[src/rtl/scazator_serial.sv]
`timescale 1ns/1ps
// scazator_serial: bit-serial subtractor computing a - b - bin, LSB first.
// One full-subtractor bit slice and one borrow flop are reused over WIDTH
// cycles. The handshake is start/busy/done. diff and bout hold their last
// completed value until the next completion or until reset.
module scazator_serial #(
  parameter int WIDTH = 8
) (
  input  logic             clk,
  input  logic             reset,
  input  logic             start,
  input  logic [WIDTH-1:0] a,
  input  logic [WIDTH-1:0] b,
  input  logic             bin,
  output logic             busy,
  output logic             done,
  output logic [WIDTH-1:0] diff,
  output logic             bout
);

  localparam int CW = (WIDTH > 1) ? $clog2(WIDTH) : 1;
  localparam logic [CW-1:0] LAST = CW'(WIDTH - 1);

  typedef enum logic [1:0] {
    IDLE = 2'd0,
    RUN  = 2'd1,
    DONE = 2'd2
  } state_t;

  state_t           state_reg, state_next;
  logic [WIDTH-1:0] a_sh_reg, a_sh_next;
  logic [WIDTH-1:0] b_sh_reg, b_sh_next;
  logic [WIDTH-1:0] res_sh_reg, res_sh_next;
  logic [WIDTH-1:0] diff_reg, diff_next;
  logic             borrow_reg, borrow_next;
  logic             bout_reg, bout_next;
  logic             busy_reg, busy_next;
  logic             done_reg, done_next;
  logic [CW-1:0]    cnt_reg, cnt_next;

  // Outputs of the single full-subtractor bit slice.
  logic             slice_d;
  logic             slice_b;
  // Result register after this cycle's shift. The new bit enters at the MSB.
  logic [WIDTH-1:0] res_shift;

  // Full-subtractor slice on the current LSBs and the stored borrow.
  always_comb begin
    slice_d = a_sh_reg[0] ^ b_sh_reg[0] ^ borrow_reg;
    slice_b = (~a_sh_reg[0] & b_sh_reg[0]) |
              (~(a_sh_reg[0] ^ b_sh_reg[0]) & borrow_reg);
  end

  // Result shifter. After WIDTH shifts, bit 0 of the operands sits in bit 0
  // of the result.
  generate
    for (genvar gi = 0; gi < WIDTH - 1; gi++) begin : g_res_shift
      assign res_shift[gi] = res_sh_reg[gi+1];
    end
  endgenerate
  assign res_shift[WIDTH-1] = slice_d;

  // Next-state and datapath next values. Every _next value defaults to a hold.
  always_comb begin
    state_next  = state_reg;
    a_sh_next   = a_sh_reg;
    b_sh_next   = b_sh_reg;
    res_sh_next = res_sh_reg;
    borrow_next = borrow_reg;
    cnt_next    = cnt_reg;
    diff_next   = diff_reg;
    bout_next   = bout_reg;
    case (state_reg)
      IDLE: begin
        if (start) begin
          state_next  = RUN;
          a_sh_next   = a;
          b_sh_next   = b;
          borrow_next = bin;
          cnt_next    = '0;
          res_sh_next = '0;
        end
      end
      RUN: begin
        a_sh_next   = a_sh_reg >> 1;
        b_sh_next   = b_sh_reg >> 1;
        borrow_next = slice_b;
        res_sh_next = res_shift;
        if (cnt_reg == LAST) begin
          // Last bit: publish the finished result and the borrow together.
          // The counter holds here and does not wrap.
          state_next = DONE;
          diff_next  = res_shift;
          bout_next  = slice_b;
        end else begin
          cnt_next = cnt_reg + CW'(1);
        end
      end
      DONE: begin
        state_next = IDLE;
      end
      default: begin
        state_next = IDLE;
      end
    endcase
    // Status flags are computed from the next state so they come from flops.
    busy_next = (state_next != IDLE);
    done_next = (state_next == DONE);
  end

  // State register and registered status flags.
  always_ff @(posedge clk or posedge reset) begin
    if (reset) begin
      state_reg <= IDLE;
      busy_reg  <= 1'b0;
      done_reg  <= 1'b0;
    end else begin
      state_reg <= state_next;
      busy_reg  <= busy_next;
      done_reg  <= done_next;
    end
  end

  // Datapath registers. Reset clears everything, including published results.
  always_ff @(posedge clk or posedge reset) begin
    if (reset) begin
      a_sh_reg   <= '0;
      b_sh_reg   <= '0;
      res_sh_reg <= '0;
      borrow_reg <= 1'b0;
      cnt_reg    <= '0;
      diff_reg   <= '0;
      bout_reg   <= 1'b0;
    end else begin
      a_sh_reg   <= a_sh_next;
      b_sh_reg   <= b_sh_next;
      res_sh_reg <= res_sh_next;
      borrow_reg <= borrow_next;
      cnt_reg    <= cnt_next;
      diff_reg   <= diff_next;
      bout_reg   <= bout_next;
    end
  end

  assign busy = busy_reg;
  assign done = done_reg;
  assign diff = diff_reg;
  assign bout = bout_reg;

endmodule
[config.mk]
export PLATFORM = sky130hd
export DESIGN_NAME = scazator_serial
export DESIGN_NICKNAME = d
export VERILOG_FILES = /design/src/rtl/scazator_serial.sv
export SDC_FILE = /design/constraint.sdc
export NUM_CORES = 1
export LEC_CHECK = 0
export ABC_AREA = 1
export CAP_MARGIN = 15
export CORE_AREA = 3 3 67 94
export CTS_CLUSTER_SIZE = 14
export DETAILED_ROUTE_END_ITERATION = 10
export DIE_AREA = 0 0 70 97
export DONT_BUFFER_PORTS = 1
export RECOVER_POWER = 100
export REMOVE_ABC_BUFFERS = 1
export SLEW_MARGIN = 40
export SYNTH_ARGS = -nofsm -noshare
export SYNTH_HDL_FRONTEND = slang
export SYNTH_SLANG_ARGS = --single-unit
[constraint.sdc]
create_clock -name clk -period 1.6 [get_ports clk]
set_input_delay 0.48 -clock clk [delete_from_list [all_inputs] [get_ports clk]]
set_output_delay 0.48 -clock clk [all_outputs]
set_load 0.02 [all_outputs]
**Word level (Yosys, flattened, before mapping)**

Index checks and enable logic that the tools add are counted.

- Bits in registers: 41
- Input port bits: 20
- Word-level logic and storage cells: 43
- Output and inout port bits: 11

- $add $sub $neg: 1
- Equal/unequal tests: 5
- Mux-type cells: 14
- Bitwise logic cells: 7
- Reductions and logical operators: 6

Operators with widths:

| operator | number |
|---|---|
| $pmux W8 S2 | 3 |
| $mux W8 | 3 |
| $mux W3 | 2 |
| $pmux W3 S2 | 1 |
| $mux W2 | 2 |
| $ne A2 B2 Y1 const B | 2 |
| $pmux W2 S2 | 1 |
| $reduce_and A2 Y1 | 2 |
| $reduce_bool A2 Y1 | 2 |
| $add A3 B1 Y3 const B | 1 |
| $eq A3 B3 Y1 const B | 1 |
| $reduce_and A3 Y1 | 1 |
| $and A1 B1 Y1 | 2 |
| $eq A2 B1 Y1 const B | 1 |
| $eq A2 B2 Y1 const B | 1 |
| $logic_not A2 Y1 | 1 |
| $not A1 Y1 | 2 |
| $pmux W1 S2 | 1 |
| $xor A1 B1 Y1 | 2 |
| $mux W1 | 1 |
| $or A1 B1 Y1 | 1 |

**Longest topological paths before layout**

- Word-level depth: 5
- Depth in mapped cells: 7
- Mapped depth without buffers: 7

**Worst setup path before layout**

Ideal clock, no wire load.

- Kind: flip-flop to flip-flop
- From: register cnt_reg[0]
- To: register cnt_reg[0]
- Slack: 356 ps
- Setup time: 65 ps
- Path buffers: 0
- Data arrival time: 1,179 ps
- Required time: 1,535 ps
- Stages on the path, launching flop included: 8
- Path through: dfrtp_1 -> ha_1 -> ha_1 -> inv_1 -> nand3_1 -> inv_1 -> nand2_1 -> nand2_1

- Word-level cells in the longest chain between the ends: 3
- Elaborated cells on any way between the ends: 6
- Those cells by class: add/sub (1); eq/ne (2); mux (2); reduce/logical (1)

RTL lines:

| item | line | text |
|---|---|---|
| start, declared | 39 | `logic [CW-1:0] cnt_reg, cnt_next;` |
| start signal, assigned | 139 | `cnt_reg <= cnt_next;` |
| $add A3 B1 Y3 or $eq A3 B3 Y1 (tied branches) | 96, 89 |  |
| $mux W3 or $ne A2 B2 Y1 (tied branches) | -- |  |
| $pmux W3 S2 or $reduce_and A3 Y1 (tied branches) | -- |  |

Parallel ways exist; a longest one is shown, timed or not. The select of a mux whose other input is x is not followed.
A chain may end at the register's enable or synchronous reset.

**Worst setup path after layout**

- From: register cnt_reg[0]
- To: register cnt_reg[1]

The elaborated chain is that of the path after synthesis.

==> results.sh <==
export IMPL_reg2reg_slack_ns=0.22
export IMPL_grt_first_pass_wirelength_mm=6.38
export IMPL_antenna_found_initial=0
export IMPL_grt_usage_pct=11.5
export IMPL_clkPwrFrac_pct=17.0
export IMPL_hold_viol=0
export IMPL_wl_met2_mm=1.70
export IMPL_hp_start="b[7]"
export IMPL_cts_root_buffer="clkbuf_8"
export IMPL_cp_max_fo=5
export IMPL_required_ns=1.82
export IMPL_crit_type="flip-flop to flip-flop"
export IMPL_vias=1370
export IMPL_drt_wirelength_per_cell_um=11.5
export IMPL_synth_seq_area_share_pct=52.3
export IMPL_core_area_um2=5530
export IMPL_hold_path_end="b_sh_reg[7]"
export IMPL_post_route_period_util_pct=86.2
export IMPL_synth_area_per_cell_um2=8.36
export IMPL_wl_met1_mm=1.60
export IMPL_synth_cells=229
export IMPL_fp_dieH_um=97
export IMPL_cts_made_buffers=5
export IMPL_drt_wl_total_mm=3.46
export IMPL_setup_violations=0
export IMPL_fp_dieW_um=70
export IMPL_clock_latency_ns=0.28
export IMPL_most_common_layout_cells="nand2_1 (72), inv_1 (48), dfrtp_1 (40)"
export IMPL_synth_top_area_cell="dfrtp_1"
export IMPL_fmax_mhz=725
export IMPL_n_antenna_cell=0
export IMPL_drcViolationCount=0
export IMPL_synth_top_area_share_pct=52.3
export IMPL_r2r_start="cnt_reg[0]"
export IMPL_power_mw=3.97
export IMPL_r2r_end="cnt_reg[1]"
export IMPL_holdBufCountCts=0
export IMPL_die_area_um2=6790
export IMPL_drv_cap=0
export IMPL_final_min_clock_period_ns=1.38
export IMPL_grt_max_degree=41
export IMPL_dpl_hpwl_mm=2.39
export IMPL_min_path_type="primary input to flip-flop"
export IMPL_powerDensity_nw_per_um2=1980
export IMPL_gp_congestion=0.713
export IMPL_cts_buffer_depth=2
export IMPL_wl_met3_um=114
export IMPL_start_kind="flip-flop"
export IMPL_dr_pass1_iters=4
export IMPL_top_layer="met4"
export IMPL_worstRegToRegCells=7
export IMPL_pwr_share_comb_pct=35.4
export IMPL_min_path_cells=2
export IMPL_fin_ws_ns=0.221
export IMPL_tightestPinTransition_ns=0.986
export IMPL_timing_slew_headroom_pct=34.3
export IMPL_fin_skew_ns=0.00322
export IMPL_syn_to_final_growth_pct=4.71
export IMPL_clk_pin_slew_ns=0.07
export IMPL_ys_warn_count=0
export IMPL_netlist_area_um2=1910
export IMPL_num_io_pins=31
export IMPL_slew_violations=0
export IMPL_max_stage_delay_ns=0.40
export IMPL_start_util_pct=34.6
export IMPL_cts_resized=0
export IMPL_multi_input_area_um2=613
export IMPL_synth_area_top_cells="dfrtp_1 (52%), nand2_1 (14%), inv_1 (9.2%)"
export IMPL_nNetsFinal=255
export IMPL_switching_share_pct=40.4
export IMPL_rsz0062_at_grt="no"
export IMPL_tritoncts="yes"
export IMPL_via_per_inst=4.55
export IMPL_ys_seq_elements=40
export IMPL_row_count=32
export IMPL_status="finished, final reports clean"
export IMPL_path_cells="ha_1 -> ha_1 -> inv_1 -> nand3_1 -> inv_1 -> nand2_1 -> nand2_1"
export IMPL_ff_latch_area_um2=1000
export IMPL_synthDistinctLibCells=16
export IMPL_grt_pass1_vias=1445
export IMPL_htree_num_levels=2
export IMPL_cp_arrival_ns=1.60
export IMPL_peakVddDrop_mv=0.777
export IMPL_end_kind="flip-flop"
export IMPL_io_buffers=0
export IMPL_p_int_mw=2.37
export IMPL_final_common_cell="nand2_1"
export IMPL_pwr_share_seq_pct=47.6
export IMPL_netSwitchingPower_mw=1.60
export IMPL_p_leak_nw=1.11
export IMPL_post_cts_buffers=0
export IMPL_postRouteAntennaNets=0
export IMPL_grt_overflow=0
export IMPL_pre_cts_ws_ns=0.208
export IMPL_critPathSlowestCell="dfrtp_1"
export IMPL_drtIter0Drc=33
export IMPL_drive_above_1_share_pct=6.44
export IMPL_fillCellCount=613
export IMPL_cts_sinks=40
power by group through the flow:
stage | Clock [mW] | Sequential, mW | Combinational [mW]
5_1_grt | 0.743 | 1.96 | 1.73
4_1_cts | 0.701 | 1.91 | 1.59
3_5_place_dp | 0 | 1.92 | 1.58
3_3_place_gp | 0 | 1.91 | 1.55
6_report | 0.677 | 1.89 | 1.40
2_1_floorplan | 0 | 1.88 | 1.22
stage by stage:
| step | hold WS, ns | cells | instance area [um^2] | TNS (ns) | utilization [%] |
|---|---|---|---|---|---|
| after floorplan | 0.449 | 220 | 1840 | -1.26 | - |
| after global placement | 0.461 | 293 | 1970 | 0 | 35.6 |
| after detailed placement | 0.465 | 293 | 1970 | 0 | 35.6 |
| after CTS | 0.227 | 301 | 2060 | 0 | 37.2 |
| after global routing | 0.360 | 301 | 2000 | 0 | 36.3 |
| final | 0.345 | 301 | 2000 | 0 | 36.3 |
worst max path at each step:
stage	startpoint	endpoint	slack (ns)	cells after the start
after global routing	state_reg[0]	diff[7]	0.1	5
after floorplan	state_reg[1]	res_sh_reg[5]	-0.07	4
after CTS	cnt_reg[0]	cnt_reg[1]	0.19	7
after detailed placement	cnt_reg[0]	cnt_reg[1]	0.21	7
after global placement	cnt_reg[0]	cnt_reg[1]	0.23	7
final	cnt_reg[0]	cnt_reg[1]	0.22	7
critical path: cells and delay by family (launching register included):
kind,cells,cell delay [ns]
adder cells (fa/ha/maj),2,0.42
flip-flops,1,0.40
buffers and inverters,2,0.22
AND/OR/NAND/NOR,3,0.29
layer usage:
metal / track usage, % / vias up
met1: 13.9 / 638
met3: 3.43 / 6
li1: - / 696
met2: 19.7 / 30
met4: 3.10 / 0
met5: 0 / -
logic make-up after synthesis:
group | after synthesis | share of synthesized area, %
AND/OR/NAND/NOR | 110 | 24.8
buffers and inverters | 57 | 13.1
flip-flops | 40 | 52.3
AO/OA/AOI/OAI | 19 | 7.52
adder cells (fa/ha/maj) | 3 | 2.35
synth_stat cells (all sizes together):
cell type / instances
nand2: 74
buf: 8
inv: 48
o21ai: 19
ha: 2
nor2: 1
nand3: 35
dfrtp: 40
fa: 1
clkbuf: 1
area by class of cell:
type / instances / area share [%]
tap: 68 / 4.24
multi-input combinational: 132 / 30.6
timing repair buffer: 5 / 1.75
sequential: 40 / 49.9
inverter: 48 / 8.99
clock buffer: 8 / 4.49
Power figures use the tool's default switching activity.
